### src/rtl/gen_scope_pipe.sv
// Elastic STAGES-deep pipeline built from named generate scopes stage[i].mix / stage[i].regs.
// Optional output-transfer counter on port out_count is enabled by defining GEN_SCOPE_PIPE_COUNT_EN.
module gen_scope_pipe #(
    parameter int              WIDTH  = 2,
    parameter int              STAGES = 3,
    parameter logic [WIDTH-1:0] KEY   = WIDTH'(2'b11)
) (
    input  logic             clk,
    input  logic             rst_n,
    input  logic             in_valid,
    output logic             in_ready,
    input  logic [WIDTH-1:0] in_data,
    output logic             out_valid,
    input  logic             out_ready,
    output logic [WIDTH-1:0] out_data
`ifdef GEN_SCOPE_PIPE_COUNT_EN
    ,
    output logic [7:0]       out_count
`endif
);

    // Per-stage transform: rotate left by one, then XOR with the key.
    function automatic logic [WIDTH-1:0] mix_fn(input logic [WIDTH-1:0] d);
        return {d[WIDTH-2:0], d[WIDTH-1]} ^ KEY;
    endfunction

    for (genvar i = 0; i < STAGES; i++) begin : stage
        logic [WIDTH-1:0] src_data_s;
        logic             src_valid_s;
        logic             adv_s;

        if (i == 0) begin : src_head
            assign src_data_s  = in_data;
            assign src_valid_s = in_valid;
        end else begin : src_chain
            assign src_data_s  = stage[i-1].regs.q;
            assign src_valid_s = stage[i-1].regs.v;
        end

        // Ready ripples backwards: a stage may advance if its successor is empty or advancing.
        if (i == STAGES - 1) begin : adv_tail
            assign adv_s = out_ready;
        end else begin : adv_chain
            assign adv_s = !stage[i+1].regs.v || stage[i+1].adv_s;
        end

        if (1) begin : mix
            logic [WIDTH-1:0] d;
            assign d = mix_fn(src_data_s);
        end

        if (1) begin : regs
            logic             v;
            logic [WIDTH-1:0] q;
            logic             load_s;

            assign load_s = !v || adv_s;

            // Stage register: reset clears, otherwise load whenever the slot is free or draining.
            always_ff @(posedge clk) begin
                if (!rst_n) begin
                    v <= 1'b0;
                    q <= {WIDTH{1'b0}};
                end else if (load_s) begin
                    v <= src_valid_s;
                    q <= mix.d;
                end else begin
                    v <= v;
                    q <= q;
                end
            end
        end
    end

    assign in_ready  = !stage[0].regs.v || stage[0].adv_s;
    assign out_valid = stage[STAGES-1].regs.v;
    assign out_data  = stage[STAGES-1].regs.q;

`ifdef GEN_SCOPE_PIPE_COUNT_EN
    logic [7:0] count_r;

    // Output transfer counter, wraps naturally at 8 bits.
    always_ff @(posedge clk) begin
        if (!rst_n) begin
            count_r <= 8'h00;
        end else if (out_valid && out_ready) begin
            count_r <= count_r + 8'h01;
        end else begin
            count_r <= count_r;
        end
    end

    assign out_count = count_r;
`endif

endmodule

### config.mk
export PLATFORM = sky130hd
export DESIGN_NAME = gen_scope_pipe
export DESIGN_NICKNAME = d
export VERILOG_FILES = /design/src/rtl/gen_scope_pipe.sv
export SDC_FILE = /design/constraint.sdc
export NUM_CORES = 1
export LEC_CHECK = 0
export ABC_AREA = 1
export ABC_CLOCK_PERIOD_IN_PS = 1000
export CELL_PAD_IN_SITES_DETAIL_PLACEMENT = 1
export CELL_PAD_IN_SITES_GLOBAL_PLACEMENT = 2
export CORE_MARGIN = 3
export CORE_UTILIZATION = 22
export CTS_CLUSTER_DIAMETER = 80
export DETAILED_ROUTE_END_ITERATION = 10
export GPL_ROUTABILITY_DRIVEN = 0
export PLACE_DENSITY_LB_ADDON = 0.1
export SLEW_MARGIN = 25
export SYNTH_ARGS = -nofsm -noshare
export SYNTH_HDL_FRONTEND = slang
export SYNTH_SLANG_ARGS = --single-unit
export TNS_END_PERCENT = 5
### constraint.sdc
create_clock -name clk -period 1 [get_ports clk]
set_input_delay 0.2 -clock clk [delete_from_list [all_inputs] [get_ports clk]]
set_output_delay 0.2 -clock clk [all_outputs]
set_load 0.01 [all_outputs]
Yosys cells after proc, flatten, opt, wreduce, memory -nomap -nowiden
Index checks and enable logic that the tools add are counted.
- reduce and logical (&&, ||, !) cells: 6
- bitwise gates (word level): 3
- operators by type and width (operator ; number):
    2-bit NOT ; 3
    1-bit logical NOT ; 3
    1-bit logical OR ; 3
- output and inout bits: 4
- register bits: 9

Logic depth before layout (Yosys ltp)
- word-level depth: 4
- depth in mapped cells: 6
- mapped depth without buffers: 6

Worst setup path after synthesis
No wires, ideal clock.
- path type: reg2reg
- start: reg stage[2].regs.v (netlist: out_valid)
- end: reg stage[0].regs.q[0]
- cell stages (with the launch flop): 4
- required time: 886 ps
- period minus slack after synthesis: 920 ps
- path slack: 80 ps
- arrival time: 805 ps
- cell sequence: dfxtp_1 nand4_2 nor2_1 nor2_1
- cells in the longest elaborated chain, start to end: 4
- RTL lines (element ; RTL line ; text):
    start: declaration ; 53 ; logic v;
    start signal: assignment ; 65 ; v <= src_valid_s;
    start signal: assignment ; 68 ; v <= v;
    1-bit logical NOT ; 44 ; assign adv_s = !stage[i+1].regs.v || stage[i+1].adv_s;
    1-bit logical OR (2 in series) ; 44 ;
    1-bit logical OR ; - ;
    named net in_ready ; 11 ; output logic in_ready,
    end signal: assignment ; 63 ; q <= {WIDTH{1'b0}};
    end signal: assignment ; 66 ; q <= mix.d;
    end signal: assignment ; 69 ; q <= q;
    end: declaration ; 54 ; logic [WIDTH-1:0] q;
The timed path passes the listed nets, and every way through them passes these cells.
A chain may end at the register's enable or synchronous reset.

Worst setup path in the final report
- start: reg stage[0].regs.v
- end: out in_ready
- cells in the longest elaborated chain, start to end: 2
- RTL lines (element ; RTL line ; text):
    start: declaration ; 53 ;
    start signal: assignment ; 65 ;
    start signal: assignment ; 68 ;
    1-bit logical NOT ; 75 ; assign in_ready = !stage[0].regs.v || stage[0].adv_s;
    1-bit logical OR ; 75 ;
    end: declaration ; 11 ;
No other way between the ends.

==> impl_metrics.json <==
{
  "finalSetupViolCount": 1,
  "synthAdderAreaFrac": 0,
  "clock_skew_ps": 8.50,
  "synth_cell_type_count": 10,
  "worst_pin_slew_ps": 241,
  "antenna_found_initial": 0,
  "fp-row-count": 13,
  "postRouteAntennaNets": 0,
  "cap_viol_max_count": 0,
  "arrival_ps": 860,
  "synth_cells": 42,
  "die_area_um2": 1980,
  "core_area_um2": 1350,
  "final_common_cell": "nor2_1",
  "cts_max_level": 1,
  "period_share": 1.06,
  "violations": "setup timing",
  "path_cells": "nand4_4, buf_6",
  "synth_top_family_by_area": "simple AND/OR/NAND/NOR gates",
  "slew_viol_final": 0,
  "cp_top_family": "flip-flops",
  "grt_use_total": 0.101,
  "start_util": 0.241,
  "die_h_um": 44.5,
  "grt_start_max_net_pins": 8,
  "crit_type": "flip-flop to output port",
  "vias": 327,
  "drcViolationCount": 0,
  "synth_xor_area_frac": 0,
  "worstHoldPathType": "flip-flop to flip-flop",
  "outcome": "finished with violations",
  "cp.required_ps": 800,
  "synthMuxAreaShare": 0,
  "numCtsBuffers": 3,
  "fillers": 185,
  "cts_tree": "built",
  "slew_headroom": 0.839,
  "setup.worst_path.end_class": "output port",
  "total_power_mw": 0.763,
  "syn_area_per_cell_um2": 7.75,
  "p_leak_nw": 0.260,
  "hold_viol": 0,
  "area_delta_synth_final_pct": 56.2,
  "grt_pass1_wl_mm": 1.36,
  "port_buffers": 9,
  "root_buffer": "clkbuf_4",
  "dr.pass1.iters": 1,
  "via_per_inst": 4.36,
  "fin_ws_ps": -59.4,
  "pwr-share-seq": 0.516,
  "grt_overflow": 0,
  "synth-compound-area-share": 0.0923,
  "synth_seq_cells": 9,
  "yosys_warnings": 0,
  "wl_um": 833,
  "clockBufferDepth": 2,
  "crit_buf_inv": 1,
  "cts_sinks": 9,
  "layout-drive-gt1-share": 0.333,
  "clk_pin_slew_ps": 60,
  "syn_area_um2": 325,
  "multi_input_area_um2": 145,
  "switching_power_mw": 0.186,
  "critPathLaunchType": "flip-flop",
  "period_needed_ps": 1060,
  "seq_area_frac_synth": 0.554,
  "clock_power_share": 0.378,
  "cp_slowest_cell": "dfxtp_2",
  "pwr-share-comb": 0.106,
  "place_ws_ps": -568,
  "critPathMaxFanout": 2,
  "io_pins": 10,
  "clock_insertion_delay_worst_skew_ps": 270,
  "rsz0062_at_grt": "yes",
  "swShare": 0.244,
  "max_stage_delay_ps": 350,
  "p_int_mw": 0.577,
  "grt_pass1_vias": 307,
  "hpwl_um": 605,
  "fin_nets": 67,
  "syn_nets": 48,
  "antenna_cells_inserted": 0,
  "layout_common_cells": "nor2_1 (10), nand2_1 (9), dfxtp_1 (6)",
  "register_area_um2": 186,
  "dieWidth_um": 44.5,
  "wl_per_cell_um": 11.1,
  "drt_iter0_drc": 0,
  "powerDensity_nw_per_um2": 1500,
  "peakVddDrop_mv": 0.582,
  "clock.fmax_mhz": 944,
  "yosys.area_share.simple": 0.296
}
power by group through the flow:
stage / clock (mW) / combinational, mW / sequential (mW)
2_1_floorplan: 0 / 0.0255 / 0.403
3_3_place_gp: 0 / 0.0793 / 0.400
3_5_place_dp: 0 / 0.0822 / 0.401
4_1_cts: 0.292 / 0.0758 / 0.394
5_1_grt: 0.334 / 0.0917 / 0.397
6_report: 0.288 / 0.0810 / 0.394
worst reg2reg max path, delay by kind of cell, from the launching register on:
family                 cells  cell delay (ps)
buffers and inverters      2              140
flip-flops                 1              370
AND/OR/NAND/NOR            5              400
synthesized netlist by cell type:
master | count | area [um^2]
a21oi_1 | 4 | 20.0
dfxtp_1 | 9 | 180
inv_1 | 4 | 15.0
inv_2 | 1 | 3.75
nand2_1 | 9 | 33.8
nand2_2 | 1 | 6.26
nand4_2 | 1 | 12.5
nor2_1 | 10 | 37.5
nor2_2 | 1 | 6.26
o21ai_0 | 2 | 10.0
per-layer routing:
metal	vias to the layer above	global-route usage	wire length [um]
li1	168	-	-
met1	145	0.117	345
met2	11	0.140	394
met3	3	0.0650	70
met4	0	0.0542	23
met5	-	0	0
what timing repair did:
action	in CTS	in global routing
buffers inserted	0	1
gates cloned	0	0
pin swaps	1	1
endpoints found under the setup margin	6	4
hold buffers	0	0
gates resized for setup	19	7
cells by family after synthesis:
family / after synthesis
flops: 9
compound gates: 6
buf+inv: 5
simple gates: 22
flip-flops by register name, indices dropped and copies added (netlist names):
signal / flops
out_valid: 1
out_data: 2
stage.regs.v: 2
stage.regs.q: 4
per-stage QoR:
step / util / TNS (ps) / instances / cell area [um^2] / hold slack [ps]
3_5_place_dp: 0.344 / -2630 / 70 / 464 / 435
6_report: 0.376 / -59.4 / 75 / 508 / 427
2_1_floorplan: - / 0 / 42 / 325 / 320
5_1_grt: 0.376 / -269 / 75 / 508 / 452
3_3_place_gp: 0.344 / -2280 / 70 / 464 / 418
4_1_cts: 0.354 / -170 / 74 / 478 / 437
worst paths after layout:
check	endpoint	from	depth (start not counted)	slack, ps
worst min-delay path	out_data[1]	stage[1].regs.q[0]	1	430
worst max register to register	stage[1].regs.q[1]	out_valid	7	30
worst min register to register	out_data[1]	stage[1].regs.q[0]	1	430
worst max-delay path	in_ready	stage[0].regs.v	2	-60
cell type report:
cell class,count,area share
Inverter,5,0.0369
Sequential cell,9,0.367
Clock buffer,4,0.0517
Tap cell,15,0.0369
Timing Repair Buffer,14,0.222
Multi-Input combinational cell,28,0.286
Note: power is estimated with default switching activity, not from simulation.
